## src/rtl/cla_adder_pipe_if.sv

```systemverilog
// cla_adder_pipe_if: operand/result stream bundle for cla_adder_pipe.
// The master produces operands and consumes results; the slave is the adder.
interface cla_adder_pipe_if #(
    parameter int WIDTH = 16
);
    logic             in_valid;
    logic             in_ready;
    logic [WIDTH-1:0] a;
    logic [WIDTH-1:0] b;
    logic             cin;
    logic             sub;
    logic             out_valid;
    logic             out_ready;
    logic [WIDTH-1:0] sum;
    logic             cout;
    logic             ovf;

    modport master (
        output in_valid, a, b, cin, sub, out_ready,
        input  in_ready, out_valid, sum, cout, ovf
    );

    modport slave (
        input  in_valid, a, b, cin, sub, out_ready,
        output in_ready, out_valid, sum, cout, ovf
    );
endinterface

```

## src/rtl/cla_adder_pipe.sv

```systemverilog
// cla_adder_pipe: two-stage pipelined two-level carry-lookahead adder/subtractor with valid/ready.
// Define CLA_PIPE_SAT_EN to saturate the sum to the signed limit on overflow.
module cla_adder_pipe #(
    parameter int WIDTH = 16,
    parameter int BLOCK = 4
) (
    input logic            clk,
    input logic            rst,
    cla_adder_pipe_if.slave bus
);
    localparam int NGRP = WIDTH / BLOCK;

    // Group generate as a flat sum of products over the group's bits.
    function automatic logic blk_gen(input logic [BLOCK-1:0] g, input logic [BLOCK-1:0] p);
        logic r;
        logic t;
        r = 1'b0;
        for (int j = 0; j < BLOCK; j++) begin
            t = g[j];
            for (int k = j + 1; k < BLOCK; k++) t = t & p[k];
            r = r | t;
        end
        return r;
    endfunction

    // Carry into every bit of a group, each one a flat sum of products of c.
    function automatic logic [BLOCK-1:0] blk_car(input logic [BLOCK-1:0] g, input logic [BLOCK-1:0] p,
                                                 input logic c);
        logic [BLOCK-1:0] r;
        logic             t;
        r = '0;
        for (int i = 0; i < BLOCK; i++) begin
            t = c;
            for (int j = 0; j < i; j++) t = t & p[j];
            r[i] = t;
            for (int j = 0; j < i; j++) begin
                t = g[j];
                for (int k = j + 1; k < i; k++) t = t & p[k];
                r[i] = r[i] | t;
            end
        end
        return r;
    endfunction

    function automatic logic [NGRP:0] grp_car(input logic [NGRP-1:0] gg, input logic [NGRP-1:0] gp,
                                              input logic c);
        logic [NGRP:0] r;
        logic          t;
        r = '0;
        for (int i = 0; i <= NGRP; i++) begin
            t = c;
            for (int j = 0; j < i; j++) t = t & gp[j];
            r[i] = t;
            for (int j = 0; j < i; j++) begin
                t = gg[j];
                for (int k = j + 1; k < i; k++) t = t & gp[k];
                r[i] = r[i] | t;
            end
        end
        return r;
    endfunction

    logic             en;
    logic             acc;
    logic [WIDTH-1:0] bx;
    logic             c0;
    logic [WIDTH-1:0] p_in;
    logic [WIDTH-1:0] g_in;
    logic [NGRP-1:0]  gg_in;
    logic [NGRP-1:0]  gp_in;

    logic             s1_valid;
    logic [WIDTH-1:0] s1_p;
    logic [WIDTH-1:0] s1_g;
    logic [NGRP-1:0]  s1_gg;
    logic [NGRP-1:0]  s1_gp;
    logic             s1_c0;

    logic [NGRP:0]    gcar;
    logic [WIDTH-1:0] carry;
    logic [WIDTH-1:0] raw;
    logic             ovf_nx;
    logic [WIDTH-1:0] sum_nx;

    logic             out_valid;
    logic [WIDTH-1:0] sum_q;
    logic             cout_q;
    logic             ovf_q;

    assign en           = !out_valid | bus.out_ready;
    assign bus.in_ready = en & !rst;
    assign acc          = bus.in_valid & bus.in_ready;

    assign bx   = bus.sub ? ~bus.b : bus.b;
    assign c0   = bus.sub | bus.cin;
    assign p_in = bus.a ^ bx;
    assign g_in = bus.a & bx;

    for (genvar k = 0; k < NGRP; k++) begin : g_s1
        assign gg_in[k] = blk_gen(g_in[k*BLOCK +: BLOCK], p_in[k*BLOCK +: BLOCK]);
        assign gp_in[k] = &p_in[k*BLOCK +: BLOCK];
    end

    assign gcar = grp_car(s1_gg, s1_gp, s1_c0);

    for (genvar k = 0; k < NGRP; k++) begin : g_s2
        assign carry[k*BLOCK +: BLOCK] = blk_car(s1_g[k*BLOCK +: BLOCK], s1_p[k*BLOCK +: BLOCK], gcar[k]);
    end

    assign raw    = s1_p ^ carry;
    assign ovf_nx = carry[WIDTH-1] ^ gcar[NGRP];

`ifdef CLA_PIPE_SAT_EN
    logic s1_amsb;

    // Saturation direction follows a's sign: overflow only happens when both operands share it.
    assign sum_nx = ovf_nx ? {s1_amsb, {(WIDTH-1){~s1_amsb}}} : raw;

    always_ff @(posedge clk) begin
        if (en) s1_amsb <= bus.a[WIDTH-1];
    end
`else
    assign sum_nx = raw;
`endif

    always_ff @(posedge clk) begin
        if (en) begin
            s1_p  <= p_in;
            s1_g  <= g_in;
            s1_gg <= gg_in;
            s1_gp <= gp_in;
            s1_c0 <= c0;
        end
    end

    always_ff @(posedge clk) begin
        if (rst) begin
            s1_valid  <= 1'b0;
            out_valid <= 1'b0;
            sum_q     <= '0;
            cout_q    <= 1'b0;
            ovf_q     <= 1'b0;
        end else if (en) begin
            s1_valid  <= acc;
            out_valid <= s1_valid;
            sum_q     <= sum_nx;
            cout_q    <= gcar[NGRP];
            ovf_q     <= ovf_nx;
        end
    end

    assign bus.out_valid = out_valid;
    assign bus.sum       = sum_q;
    assign bus.cout      = cout_q;
    assign bus.ovf       = ovf_q;
endmodule

```

## src/flat_wrapper.sv

```systemverilog
// flat-port wrapper written by rule: the top's interface ports become plain ports
module cla_adder_pipe_flat 
#(
    parameter int WIDTH = 16,
    parameter int BLOCK = 4
)
  (clk, rst, bus_in_valid, bus_a, bus_b, bus_cin, bus_sub, bus_out_ready, bus_in_ready, bus_out_valid, bus_sum, bus_cout, bus_ovf);
  cla_adder_pipe_if #(.WIDTH(WIDTH)) bus_i ();
  input logic clk;
  input logic rst;
  input wire logic [$bits(bus_i.in_valid)-1:0] bus_in_valid;
  input wire logic [$bits(bus_i.a)-1:0] bus_a;
  input wire logic [$bits(bus_i.b)-1:0] bus_b;
  input wire logic [$bits(bus_i.cin)-1:0] bus_cin;
  input wire logic [$bits(bus_i.sub)-1:0] bus_sub;
  input wire logic [$bits(bus_i.out_ready)-1:0] bus_out_ready;
  output wire logic [$bits(bus_i.in_ready)-1:0] bus_in_ready;
  output wire logic [$bits(bus_i.out_valid)-1:0] bus_out_valid;
  output wire logic [$bits(bus_i.sum)-1:0] bus_sum;
  output wire logic [$bits(bus_i.cout)-1:0] bus_cout;
  output wire logic [$bits(bus_i.ovf)-1:0] bus_ovf;
  assign bus_i.in_valid = bus_in_valid;
  assign bus_i.a = bus_a;
  assign bus_i.b = bus_b;
  assign bus_i.cin = bus_cin;
  assign bus_i.sub = bus_sub;
  assign bus_i.out_ready = bus_out_ready;
  assign bus_in_ready = bus_i.in_ready;
  assign bus_out_valid = bus_i.out_valid;
  assign bus_sum = bus_i.sum;
  assign bus_cout = bus_i.cout;
  assign bus_ovf = bus_i.ovf;
  cla_adder_pipe #(.WIDTH(WIDTH), .BLOCK(BLOCK)) u_core (.clk(clk), .rst(rst), .bus(bus_i));
endmodule
```

## config.mk

```make
export PLATFORM = sky130hd
export DESIGN_NAME = cla_adder_pipe_flat
export DESIGN_NICKNAME = d
export VERILOG_FILES = /design/src/rtl/cla_adder_pipe_if.sv /design/src/rtl/cla_adder_pipe.sv /design/src/flat_wrapper.sv
export SDC_FILE = /design/constraint.sdc
export NUM_CORES = 1
export LEC_CHECK = 0
export BUFFER_PORTS_ARGS = -buffer_cell sky130_fd_sc_hd__buf_2
export CAP_MARGIN = 10
export CORE_ASPECT_RATIO = 1.4
export CORE_MARGIN = 2
export CORE_UTILIZATION = 48
export CTS_CLUSTER_DIAMETER = 50
export DETAILED_ROUTE_END_ITERATION = 6
export GPL_TIMING_DRIVEN = 0
export PLACE_DENSITY_LB_ADDON = 0.25
export SLEW_MARGIN = 5
export SYNTH_ARGS = -nofsm -noshare
export SYNTH_HDL_FRONTEND = slang
export SYNTH_SLANG_ARGS = --single-unit
```

## constraint.sdc

```tcl
create_clock -name clk -period 2.2 [get_ports clk]
set_input_delay 0.44 -clock clk [delete_from_list [all_inputs] [get_ports clk]]
set_output_delay 0.44 -clock clk [all_outputs]
set_load 0.1 [all_outputs]
```

== Yosys cells after proc, flatten, opt, wreduce, memory -nomap -nowiden ==
Cells that the tools add are included.

* Bits in registers: 60
* Bits of input ports: 38
* Output and inout port bits: 20
* Word-level logic and storage cells: 130

* Mux-type cells: 1
* Bitwise operators: 113
* Reduce and logical (&&, ||, !) cells: 6

{| class="wikitable"
|+ Operators with widths
! operator !! count
|-
| 1-bit AND || 60
|-
| 1-bit OR || 48
|-
| 16-bit XOR || 2
|-
| 16-bit AND || 1
|-
| 16-bit two-way mux || 1
|-
| 16-bit NOT || 1
|-
| 4-bit AND reduction || 4
|-
| 1-bit zero test || 2
|-
| 1-bit XOR || 1
|}

== Logic depth before layout (Yosys ltp) ==
* Word-level depth: 13
* Depth in mapped cells: 8
* Gate-level depth less buffers: 8

== Worst setup path before layout ==
Ideal clock, no wire load.

* Path type: register to register
* Start: register u_core.out_valid, in the netlist u_core.bus.out_valid
* End: register u_core.ovf_q, in the netlist u_core.bus.ovf
* Library setup time: 116 ps
* Arrival: 2550 ps
* Data required time: 2084 ps
* Setup slack: -467 ps
* Stages on the path, launching flop included: 6
* Buffers on the path: 1
* Clock period less this slack: 2667 ps
* Cell sequence: dfxtp_1 > nor2b_1 > inv_1 > clkbuf_1 > nand2_1 > o211a_1

* Longest elaborated chain between the ends: 2

{| class="wikitable"
|+ RTL lines
! what !! RTL line !! text
|-
| start, declared || cla_adder_pipe.sv:85 || <nowiki>logic out_valid;</nowiki>
|-
| start signal, assigned || cla_adder_pipe.sv:145 || <nowiki>out_valid <= s1_valid;</nowiki>
|-
| 1-bit zero test || cla_adder_pipe.sv:90 || <nowiki>assign en = !out_valid | bus.out_ready;</nowiki>
|-
| 1-bit OR || cla_adder_pipe.sv:90 ||
|-
| end signal, assigned || cla_adder_pipe.sv:148 || <nowiki>ovf_q <= ovf_nx;</nowiki>
|-
| end, declared || cla_adder_pipe.sv:88 || <nowiki>logic ovf_q;</nowiki>
|}

No other way between the ends.
A chain may end at the register's enable or synchronous reset.

== Final worst setup path ==
* Start: register u_core.s1_c0
* End: register u_core.ovf_q, in the netlist u_core.bus.ovf

* Longest elaborated chain between the ends: 13
* Elaborated cells on any way between the ends: 18
* Classes of those cells: 18 x bitwise

{| class="wikitable"
|+ RTL lines
! what !! RTL line !! text
|-
| start, declared || cla_adder_pipe.sv:77 || <nowiki>logic s1_c0;</nowiki>
|-
| start signal, assigned || cla_adder_pipe.sv:132 || <nowiki>s1_c0 <= c0;</nowiki>
|-
| 1-bit AND (*) (3 in series) || cla_adder_pipe.sv:52 || <nowiki>for (int j = 0; j < i; j++) t = t & gp[j];</nowiki>
|-
| 1-bit OR (3 in series) || cla_adder_pipe.sv:57 || <nowiki>r[i] = r[i] | t;</nowiki>
|-
| 1-bit AND (3 in series) || cla_adder_pipe.sv:34 || <nowiki>for (int j = 0; j < i; j++) t = t & p[j];</nowiki>
|-
| 1-bit OR (3 in series) || cla_adder_pipe.sv:39 || <nowiki>r[i] = r[i] | t;</nowiki>
|-
| 1-bit XOR (*) || cla_adder_pipe.sv:111 || <nowiki>assign ovf_nx = carry[WIDTH-1] ^ gcar[NGRP];</nowiki>
|}

Every way passes the cells marked *; elsewhere a longest branch is shown, timed or not.

==> flow_metrics.py <==
metrics = {
    "yosys": {
        "synth_top_area_share_pct": 42.0,
        "yosysMostFrequentCell": "edfxtp_1",
        "yosys_most_used_dff": "edfxtp_1",
        "synth_seq_cells": 57,
        "synth_nets": 280,
        "synth_enable_flop_cells": 37,
        "synth_area_um2": 2650,
        "synth_compound_area_share_pct": 8.42,
        "syn_avg_cell_area_um2": 11.9,
        "ys_seq_area_share_pct": 57.1,
        "ys.warnings.count": 0,
        "async_reset_ff_share_pct": 0,
        "synth_xor_area_share_pct": 6.95,
        "yosysTopAreaCell": "edfxtp_1",
        "synth_cell_types": 31,
        "synthTopCellsByArea": "edfxtp_1 (42%), dfxtp_1 (15%), ha_1 (9.5%), xor2_1 (6.6%), a21oi_1 (2.8%)",
        "muxShareOfSynthArea_pct": 1.14,
        "synth_adder_area_share_pct": 9.46,
        "synthTopCellsByCount": "edfxtp_1 (37), dfxtp_1 (20), ha_1 (20), xor2_1 (20), nand2_1 (16)",
        "synth-simple-area-share_pct": 15.1,
        "syn_inst": 222,
        "synth_top_family_by_area": "simple AND/OR/NAND/NOR gates",
    },
    "clocking": {
        "clock_sinks": 57,
        "clock_latency_ns": 0.33,
        "cts-root-buf": "clkbuf_8",
        "clk_pin_slew_ns": 0.06,
        "tritoncts": "yes",
        "clockBufferDepth": 2,
        "h-tree-depth": 3,
        "numCtsBuffers": 9,
        "hold_buffers": 0,
    },
    "critical_path": {
        "path_class": "register to register",
        "start_kind": "register",
        "worstReg2RegStart": "u_core.s1_c0",
        "crit_start": "u_core.s1_c0",
        "cp_data_required_time_ns": 2.43,
        "path_max_fanout": 3,
        "end_kind": "register",
        "cp.arrival_ns": 2.34,
    },
    "layout": {
        "synthToLayoutAreaGrowth_pct": 22.5,
        "post-route-util_pct": 60.0,
        "diodes": 0,
        "layout-drive-gt1-share_pct": 30.3,
        "num-nets-final": 350,
    },
    "power": {
        "leakage_uw": 0.00147,
        "p_switching_uw": 1180,
        "combPwrFrac_pct": 29.1,
        "peakVddDrop_v": 0.000418,
        "clkPwrFrac_pct": 28.4,
        "switching_share_pct": 35.6,
        "power_uw": 3300,
        "pwr-share-seq_pct": 42.5,
        "powerDensity_nw_per_um2": 1020,
        "intPower_uw": 2120,
    },
    "sta": {
        "hold_violations": 0,
        "timing.final.ws_setup_ns": 0.0883,
        "finClkSkew_ns": 0.00754,
        "maxSlewHeadroom_pct": 32.9,
        "worst_slew_pin_slew_ns": 1.01,
        "maxSlewViolCount": 0,
        "fmax_mhz": 474,
        "post-route-period-util_pct": 96.0,
        "period_needed_ns": 2.11,
        "setup_viol": 0,
    },
    "floorplanning": {
        "core_um2": 5410,
        "die_area_um2": 6130,
        "ios": 58,
        "fp.dieH_um": 91.8,
        "die_w_um": 66.7,
        "start_util_pct": 48.9,
        "rows": 32,
    },
    "global_route": {
        "antenna_found_initial": 0,
        "grt_pass1_wl_um": 7790,
        "grt_max_degree": 47,
        "grt_util_all_layers_pct": 17.7,
        "grt_pass1_vias": 1798,
        "grt_remaining_overflow": 0,
    },
    "detailed_routing": {
        "dr.pass1.iters": 4,
        "ant_nets": 0,
        "drt_iter0_markers": 75,
        "vias_per_cell": 4.99,
        "wire_per_inst_um": 12.8,
        "num_vias": 1820,
        "drc": 0,
        "wl_um": 4680,
    },
    "placed_design": {
        "post-dp-hpwl_um": 3440,
        "pre_cts_ws_ns": -0.0822,
        "finalWeightedCongestion": 0.744,
        "numPortBuffers": 55,
    },
    "worst_hold_path": {
        "hold_path.class": "input pin to register",
        "hold_path.startpoint": "bus_in_valid",
    },
    "flow_run": {
        "cap_violations": 0,
    },
    "run_status": {
        "status": "finished, final reports clean",
    },
}
-- metrics by stage --
| step | instance area, um^2 | cells | hold slack (ns) | setup TNS (ns) |
|---|---|---|---|---|
| 2_1_floorplan | 2650 | 222 | 0.432 | 0 |
| 3_3_place_gp | 3010 | 345 | 0.437 | -0.0950 |
| 3_5_place_dp | 3010 | 345 | 0.456 | -0.107 |
| 4_1_cts | 3210 | 362 | 0.333 | 0 |
| 5_1_grt | 3240 | 365 | 0.358 | -0.0199 |
| 6_report | 3240 | 365 | 0.344 | 0 |
-- final timing paths --
kind,to,slack [ns],cells past startpoint
setup / recovery,u_core.bus.ovf,0.09,8
hold / removal,u_core.s1_valid,0.34,3
setup reg to reg,u_core.bus.ovf,0.09,8
hold reg to reg,u_core.bus.sum[4],0.46,2
-- cells by family (layout without fill, tap and decap cells) --
logic type | Yosys count | in the layout
mux | 3 | 3
buf+inv | 11 | 86
compound gates | 38 | 38
xor+xnor | 21 | 21
simple gates | 72 | 72
flops | 57 | 57
fa+ha+maj | 20 | 20
-- routing by layer --
layer	track usage [%]	vias to the layer above	routed length, um
met1	20.6	826	1990
met4	8.67	0	117
li1	-	943	-
met2	28.3	42	2350
met5	0	-	0
met3	6.63	9	224
-- registers in the layout, indices dropped and copies added (netlist names) --
register              flops
u_core.bus.cout           1
u_core.bus.out_valid      1
u_core.bus.ovf            1
u_core.bus.sum           16
u_core.s1_c0              1
u_core.s1_g              12
u_core.s1_gg              4
u_core.s1_gp              4
u_core.s1_p              16
u_core.s1_valid           1
-- what timing repair did --
item / in CTS / in global routing
buffers inserted: 1 / 3
gates cloned: 0 / 0
endpoints found under the setup margin: 1 / 1
pin swaps: 0 / 6
gates resized for setup: 1 / 3
-- critical path: stages (launching register included) --
cell	delay, ns
edfxtp_1	0.39
a21o_1	0.23
a21o_2	0.21
a21o_1	0.18
ha_2	0.19
nor2_2	0.11
o21ai_2	0.08
or4b_1	0.50
o211a_1	0.13
-- cell type report --
cell class | count | area [um^2]
multi-input combinational | 154 | 1100
clock inverter | 6 | 57.6
buffer | 9 | 40.0
fill | 484 | 2160
sequential | 57 | 1510
inverter | 2 | 7.51
clock buffer | 10 | 138
timing repair buffer | 59 | 305
tap | 68 | 85.1
-- power groups by stage --
stage | sequential (uW) | clock, uW | combinational [uW]
after floorplan | 1860 | 0 | 313
after global routing | 1420 | 1000 | 1030
after detailed placement | 1420 | 0 | 940
after global placement | 1410 | 0 | 938
final | 1400 | 938 | 959
after CTS | 1400 | 957 | 951
-- cells in the final DEF (no fill, tap or decap), types with 8 or more instances in the layout --
cell / netlist / final
nor3_1: 10 / 10
a21oi_1: 15 / 15
edfxtp_1: 37 / 37
o21ai_0: 10 / 9
nor2_1: 13 / 12
xor2_1: 20 / 20
nand3b_1: 8 / 8
clkbuf_8: 0 / 10
dfxtp_1: 20 / 20
nand2_1: 16 / 16
buf_2: 4 / 59
ha_1: 20 / 19
Power figures use the tool's default switching activity.
